[config.mk]
export PLATFORM = sky130hd
export DESIGN_NAME = l2_control_nway
export DESIGN_NICKNAME = d
export VERILOG_FILES = /design/src/rtl/l2_control_nway.sv
export SDC_FILE = /design/constraint.sdc
export NUM_CORES = 1
export LEC_CHECK = 0
export ABC_AREA = 1
export BUFFER_PORTS_ARGS = -buffer_cell sky130_fd_sc_hd__buf_4
export CAP_MARGIN = 20
export CORE_MARGIN = 2
export CORE_UTILIZATION = 45
export CTS_CLUSTER_DIAMETER = 60
export CTS_CLUSTER_SIZE = 24
export DETAILED_ROUTE_END_ITERATION = 16
export PLACE_DENSITY = 0.7
export SLEW_MARGIN = 20
export SYNTH_ARGS = -nofsm -noshare
export SYNTH_HDL_FRONTEND = slang
export SYNTH_SLANG_ARGS = --single-unit
[constraint.sdc]
create_clock -name clk -period 2.57 [get_ports clk]
set_input_delay 0.514 -clock clk [delete_from_list [all_inputs] [get_ports clk]]
set_output_delay 0.514 -clock clk [all_outputs]
set_load 0.01 [all_outputs]
[src/rtl/l2_control_nway.sv]
// N-way write-back L2 cache controller FSM.
// Drives way select, array read/write, dirty and LRU strobes of the L2
// datapath. Sequences writeback and refill against physical memory, or
// bypasses a write miss straight to pmem when write-allocate is off.
// A pmem request that never completes is aborted with mem_error.
module l2_control_nway #(
  parameter int WAYS           = 4,
  parameter int WAY_W          = $clog2(WAYS),
  parameter int WRITE_ALLOCATE = 1,
  parameter int PMEM_TIMEOUT   = 255,
  parameter int STAT_W         = 16
) (
  input  logic              clk,
  input  logic              rst,
  input  logic              mem_read,
  input  logic              mem_write,
  output logic              mem_resp,
  output logic              mem_error,
  input  logic [WAYS-1:0]   hit_vec,
  input  logic [WAYS-1:0]   valid_vec,
  input  logic [WAYS-1:0]   dirty_vec,
  input  logic [WAY_W-1:0]  lru_way,
  output logic [WAY_W-1:0]  way_sel,
  output logic              cache_read,
  output logic              cache_write,
  output logic              from_processor,
  output logic              wb_addr_sel,
  output logic              set_dirty,
  output logic              clr_dirty,
  output logic              lru_update,
  output logic              pmem_read,
  output logic              pmem_write,
  input  logic              pmem_resp,
  output logic [STAT_W-1:0] hit_count,
  output logic [STAT_W-1:0] miss_count
);

  localparam int TMO_W = (PMEM_TIMEOUT > 0) ? $clog2(PMEM_TIMEOUT + 1) : 1;
  localparam logic [TMO_W-1:0] TMO_LIMIT = TMO_W'(PMEM_TIMEOUT);

  localparam logic [2:0] IDLE    = 3'd0;
  localparam logic [2:0] TAG_CHK = 3'd1;
  localparam logic [2:0] WB      = 3'd2;
  localparam logic [2:0] FILL    = 3'd3;
  localparam logic [2:0] BYPASS  = 3'd4;
  localparam logic [2:0] ERR     = 3'd5;

  logic [2:0]       state;
  logic [2:0]       state_next;
  logic [WAY_W-1:0] victim;
  logic             refill;
  logic [TMO_W-1:0] tmo_cnt;

  logic             req;
  logic             any_hit;
  logic [WAY_W-1:0] hit_way;
  logic [WAY_W-1:0] victim_pick;
  logic             victim_dirty;
  logic             expired;
  logic             in_pmem;

  assign req     = mem_read | mem_write;
  assign any_hit = |hit_vec;
  assign in_pmem = (state == WB) || (state == FILL) || (state == BYPASS);
  // A response arriving in the expiry cycle still completes normally.
  assign expired = (PMEM_TIMEOUT != 0) && (tmo_cnt == TMO_LIMIT) && !pmem_resp;

  // Hit way and victim are both the lowest qualifying index; victim falls back to LRU.
  always_comb begin
    // NOTE: every variable gets a default before any conditional assignment,
    // otherwise an incomplete path infers a latch.
    hit_way     = '0;
    victim_pick = lru_way;
    for (int i = WAYS - 1; i >= 0; i--) begin
      if (hit_vec[i])    hit_way     = WAY_W'(i);
      if (!valid_vec[i]) victim_pick = WAY_W'(i);
    end
    victim_dirty = valid_vec[victim_pick] & dirty_vec[victim_pick];
  end

  // Next state and datapath strobes; everything idles at 0 unless a state asserts it.
  always_comb begin
    state_next     = state;
    mem_resp       = 1'b0;
    mem_error      = 1'b0;
    way_sel        = '0;
    cache_read     = 1'b0;
    cache_write    = 1'b0;
    from_processor = 1'b0;
    wb_addr_sel    = 1'b0;
    set_dirty      = 1'b0;
    clr_dirty      = 1'b0;
    lru_update     = 1'b0;
    pmem_read      = 1'b0;
    pmem_write     = 1'b0;
    case (state)
      IDLE: if (req) state_next = TAG_CHK;
      TAG_CHK: begin
        cache_read = 1'b1;
        if (!req) begin
          state_next = IDLE;
        end else if (any_hit) begin
          way_sel    = hit_way;
          mem_resp   = 1'b1;
          lru_update = 1'b1;
          if (mem_write) begin
            cache_write    = 1'b1;
            from_processor = 1'b1;
            set_dirty      = 1'b1;
          end
          state_next = IDLE;
        end else if (victim_dirty) begin
          state_next = WB;
        end else if (mem_write && (WRITE_ALLOCATE == 0)) begin
          state_next = BYPASS;
        end else begin
          state_next = FILL;
        end
      end
      WB: begin
        way_sel     = victim;
        cache_read  = 1'b1;
        wb_addr_sel = 1'b1;
        pmem_write  = !expired;
        if (pmem_resp)    state_next = FILL;
        else if (expired) state_next = ERR;
      end
      FILL: begin
        way_sel   = victim;
        pmem_read = !expired;
        if (pmem_resp) begin
          cache_write = 1'b1;
          clr_dirty   = 1'b1;
          state_next  = TAG_CHK;
        end else if (expired) begin
          state_next = ERR;
        end
      end
      BYPASS: begin
        from_processor = 1'b1;
        pmem_write     = !expired;
        if (pmem_resp) begin
          mem_resp   = 1'b1;
          state_next = IDLE;
        end else if (expired) begin
          state_next = ERR;
        end
      end
      ERR: begin
        mem_resp   = 1'b1;
        mem_error  = 1'b1;
        state_next = IDLE;
      end
      default: state_next = IDLE;
    endcase
  end

  // State, latched victim, refill flag and pmem timeout counter.
  always_ff @(posedge clk or negedge rst) begin
    // NOTE: sequential state uses non-blocking assignments so every flop
    // samples the pre-edge values regardless of statement order.
    if (!rst) begin
      state   <= IDLE;
      victim  <= '0;
      refill  <= 1'b0;
      tmo_cnt <= '0;
    end else begin
      state <= state_next;
      if (state == TAG_CHK && req && !any_hit) victim <= victim_pick;
      if (state == IDLE && req)                refill <= 1'b0;
      else if (state == FILL && pmem_resp)     refill <= 1'b1;
      if (state_next != state)
        tmo_cnt <= '0;
      else if (in_pmem && !pmem_resp && (PMEM_TIMEOUT != 0) && tmo_cnt != TMO_LIMIT)
        tmo_cnt <= tmo_cnt + TMO_W'(1);
    end
  end

  // Saturating first-lookup statistics; re-lookups after a refill are not counted.
  always_ff @(posedge clk or negedge rst) begin
    if (!rst) begin
      hit_count  <= '0;
      miss_count <= '0;
    end else if (state == TAG_CHK && req && !refill) begin
      if (any_hit) begin
        if (hit_count != '1) hit_count <= hit_count + STAT_W'(1);
      end else begin
        if (miss_count != '1) miss_count <= miss_count + STAT_W'(1);
      end
    end
  end

endmodule
# After elaboration in Yosys (flattened, before gate mapping)
# Index checks and enable logic that the tools add are counted.
[totals]
ff_bits = 46
out_inout_bits = 45
word_cells = 91
[classes]
addsub = 3
reduce_logical = 23
n_bitwise = 3
n_mux = 45
n_lt_le_gt_ge = 1
n_eq_ne = 10
[op_table]
columns = ["op", "count"]
rows = [
  ["adder 16 x 1 -> 16 bit, second input constant", 2],
  ["!= test 16 bit, second input constant", 2],
  ["two-way mux 2 bit", 12],
  ["two-way mux 1 bit", 19],
  ["two-way mux 8 bit", 2],
  ["two-way mux 3 bit", 5],
  ["case mux 3 bit (5 select lines)", 1],
  ["adder 8 x 1 -> 8 bit, second input constant", 1],
  ["equality test 8 bit, second input constant", 1],
  ["logical AND 1 bit", 8],
  ["!= test 8 bit, second input constant", 1],
  ["equality test 3 x 2 -> 1 bit, second input constant", 2],
  ["equality test 3 bit, second input constant", 2],
  ["AND reduction 3 bit", 2],
  ["OR reduction 2 bit", 3],
  ["binary-select mux 1 bit (select 2 bit)", 2],
  ["logical NOT 1 bit", 4],
  ["case mux 1 bit (2 select lines)", 2],
  ["case mux 2 bit (2 select lines)", 1],
  ["nonzero test 2 bit", 2],
  ["OR reduction 4 bit", 1],
  ["equality test 3 x 1 -> 1 bit, second input constant", 1],
  ["logical NOT 3 bit", 1],
  ["< comparator 2 x 3 -> 1 bit, second input constant", 1],
  ["other kinds (6)", 7],
]

# Longest topological paths before layout
[depth]
ltp_word = 13
ltp_mapped = 15
ltp_nobuf = 15

# Worst setup path after synthesis
# No wires, ideal clock.
[synth_path]
kind = "reg2out"
startpoint = "reg state[0]"
endpoint = "out way_sel[1]"
path_stages_with_launch = 7
required_time_ns = 2.056
arrival_ns = 1.231
path_slack_ns = 0.825
path_cell_list = "dfrtp_1 inv_2 nor2_4 nand2_2 nor2_4 inv_1 o41ai_1"
[synth_via]
elab_chain_cells = 3
elab_cells_between_ends = 5
cone_classes = "eq/ne (3); mux (1); reduce/logical (1)"
[synth_lines]
columns = ["item", "line", "source"]
rows = [
  ["start: declaration", "48", "logic [2:0] state;"],
  ["start signal: assignment", "168", "state <= state_next;"],
  ["equality test 3 x 2 -> 1 bit", "96", "case (state)"],
  ["OR reduction 2 bit (no line)", "n/a", ""],
  ["case mux 2 bit (2 select lines) (*)", "96", ""],
  ["end: declaration", "23", "output logic [WAY_W-1:0] way_sel,"],
]
# Every way passes the cells marked *; elsewhere a longest branch is shown, timed or not.

# Worst setup path in the final report
[layout_path]
startpoint = "reg tmo_cnt[0]"
endpoint = "out pmem_write"
[layout_via]
elab_chain_cells = 4
[layout_lines]
columns = ["item", "line", "source"]
rows = [
  ["start: declaration", "52", "logic [TMO_W-1:0] tmo_cnt;"],
  ["start signal: assignment", "175", "tmo_cnt <= tmo_cnt + TMO_W'(1);"],
  ["equality test 8 bit", "66", "assign expired = (PMEM_TIMEOUT != 0) && (tmo_cnt == TMO_LIMIT) && !pmem_resp;"],
  ["logical AND 1 bit", "66", ""],
  ["logical NOT 1 bit", "124, 141", ""],
  ["two-way mux 1 bit", "n/a", ""],
  ["end: declaration", "32", "output logic pmem_write,"],
]
# Every way passes these cells.

==> summary.txt <==
Logic synthesis
  • Synth top area cells: dfrtp_1, nand2_1, xor2_1
  • Synth Warn #: 0
  • Cell accounting for the most synthesized area: dfrtp_1
  • Syn Nets: 342
  • Distinct cell type count after synthesis: 25
  • Syn avg cell area: 8.20 sq um
  • Synth top area share: 43.9%
  • Mapped Cells: 320
  • Post-Syn Area: 2630 sq um
  • Number of synthesized flops with an enable pin: 0
  • Cell with the most instances after synthesis: nand2_1
  • Synth cell count leaders: nand2_1, dfrtp_1, inv_1
  • Ys flop type: dfrtp_1
  • Ys async rst share: 100%
  • Synthesis-stage register bit count: 46
  • Sequential-to-total area share from yosys stat: 43.9%

Pwr
  • Cell Int Power: 1.61 mW
  • VDD IR max: 0.000506 V
  • Switching power: 0.870 mW
  • Leak: 1.72 nW
  • Clock power share: 26.6%
  • Net Sw Frac: 35.0%
  • Reg power frac: 40.0%
  • Pwr dens: 745 nW/um^2
  • Combinational Power Share: 33.4%

Route
  • Vias: 2,301
  • Pre-Repair DR Iteration Count: 4
  • Routed wire length: 5630 um
  • Post-route DRC: 0
  • Final ANT Viol Nets: 0
  • Iter 0 DRT Violations: 82
  • DR WL/cell: 12.2 um
  • DR vias/cell: 4.97

Place
  • Input/output buffers: 63
  • GPL Wtd Cong: 0.869
  • HPWL after detailed placement: 4260 um
  • Placed insts: 455

Worst setup path
  • Startpoint class of the critical path: flop
  • Critical path endpoint category: output pin
  • Worst-path maximum fanout: 5
  • Reg2Reg Depth: 9
  • Worst EP arrival: 1.66 ns
  • Slowest-stage cell, CP: dfrtp_1
  • Crit. Startpoint: tmo_cnt[0]$_DFFE_PN0P_
  • CP Class: flop to output pin
  • Worst path required time: 2.06 ns
  • Worst r2r src: state[0]$_DFF_PN0_
  • CP peak stage delay: 0.39 ns
  • Critical path cell sequence: ha_1, nand3_1, nor2_1, nand4_1, o21ai_0, inv_1, buf_4

Floorplan
  • Initial core utilization: 47.1%
  • Die Y: 80.4 um
  • Die area: 6460 sq um
  • Num rows: 27
  • Die Wd: 80.4 um
  • Core box area: 5570 sq um
  • Num ports: 64

Timing
  • Fmax: 0.460 GHz
  • Max-Slew Margin vs Limit: 62.4%
  • Setup TNS: 0 ns
  • Least-Margin Pin Slew: 0.564 ns
  • Slew Viols, Final: 0
  • Unrepaired setup endpoints after global routing: no
  • Minimum clock period: 2.18 ns
  • Final period util: 84.7%
  • Fin. Hold Viols: 0
  • Clock Skews: 0.00552 ns
  • Final Setup Violations: 0

Layout
  • Final Util: 59.8%
  • Share of cells above drive strength 1: 23.8%
  • Post-route insts no fill: 463
  • Layout area overhead: 26.9%
  • # fillers: 524
  • Register area: 1150 sq um
  • Nets: 412
  • Multi-input logic area: 1310 sq um
  • Antenna diodes: 0

CTS
  • H-tree depth: 2
  • Skew-Pair Late Insertion Delay: 0.30 ns
  • Post-CTS Setup Inserts: 0
  • Clock Path Buffers: 2
  • Cts hold-fix bufs: 0
  • Clock slew at reported path FFs: 0.09 ns
  • TritonCTS buffer count: 5
  • # resized after CTS: 0
  • Clk sinks: 46
  • Root Buffer: clkbuf_8
  • TritonCTS clock tree: yes

Global route
  • Number of global-route vias before repair: 2,206
  • Initial antenna violation count: 0
  • Total GRT Usage: 19.1%
  • Largest net degree at the start of global routing: 47
  • Total congestion overflow: 0
  • First-pass GRT wire length: 9750 um

Run status
  • Status: completed

Hold path
  • Hold Crit Class: primary input to async pin

Flow run
  • Total of max-cap violations: 0
## per-layer routing
| metal | track usage (%) | up-vias | share of wire, % |
|---|---|---|---|
| met5 | 0 | - | 0 |
| met4 | 4.75 | 0 | 1.2 |
| met3 | 4.16 | 7 | 4.8 |
| met2 | 32.0 | 54 | 48 |
| met1 | 25.1 | 1082 | 46 |
| li1 | - | 1158 | - |
## stage by stage
stage               total power [mW]  instance area, sq um  setup WS, ns  hold WS [ns]
global placement                1.83                  3190         0.669         0.472
global route                    2.65                  3330         0.137         0.252
detailed placement              1.84                  3190         0.613         0.475
floorplan                       1.47                  2630         0.825         0.218
finish                          2.48                  3330         0.394         0.202
CTS                             2.51                  3330         0.382         0.229
## power groups by stage
stage / logic, mW / registers, mW / clock network, mW
2_1_floorplan: 0.454 / 1.02 / 0
3_3_place_gp: 0.825 / 1.00 / 0
3_5_place_dp: 0.837 / 1.01 / 0
4_1_cts: 0.842 / 0.993 / 0.674
5_1_grt: 0.928 / 1.01 / 0.708
6_report: 0.828 / 0.993 / 0.661
## cell type report
| cell class | instances | share of cell area (%) |
|---|---|---|
| Multi-Input combinational cell | 231 | 39.4 |
| Sequential cell | 46 | 34.6 |
| Timing Repair Buffer | 63 | 14.2 |
| Inverter | 43 | 4.85 |
| Tap cell | 72 | 2.70 |
| Clock buffer | 6 | 2.48 |
| Clock inverter | 2 | 1.80 |
## placed cells by master (no fill, tap or decap), types with 2 or more instances in the layout
cell type  count
nor2_1        33
nand2_4        3
inv_1         42
nand2_1       67
dfrtp_1       46
ha_1           3
nor3_1         8
nor2_4         8
nor3b_1        2
nor2_2         2
o21ai_0       14
nor4_1         2
nand3_2        3
bufinv_16      2
nand3_1       30
nand2_2        3
nand4_1        8
buf_4         63
xor2_1        28
clkbuf_8       6
a21oi_1        4
xnor2_1        8
## registers in the layout, summed over array words and instances (netlist names)
| register | count |
|---|---|
| victim | 2 |
| state | 3 |
| hit_count | 16 |
| tmo_cnt | 8 |
| refill | 1 |
| miss_count | 16 |
## critical path: cells and delay by family (launching register included)
family	cells	cell delay (ns)
simple gates	3	0.46
flops	1	0.39
buf+inv	2	0.20
fa+ha+maj	1	0.18
compound gates	1	0.14
## worst paths after layout
path	endpoint	slack, ns
max	pmem_write	0.39
min	hit_count[6]$_DFFE_PN0P_	0.20
max reg2reg	tmo_cnt[4]$_DFFE_PN0P_	0.69
min reg2reg	victim[0]$_DFFE_PN0P_	0.50
max in group asynchronous	miss_count[0]$_DFFE_PN0P_	1.98
min in group clk	victim[0]$_DFFE_PN0P_	0.50
## logic make-up after synthesis
family	synth area share, %
xor gates and xnor gates	12.0
DFF	43.9
buffers and inverters	6.15
AOI/OAI and AO/OA	4.05
adders and majority gates	1.43
and+or+nand+nor	32.5
No activity file was read; power rests on OpenSTA's default activity.
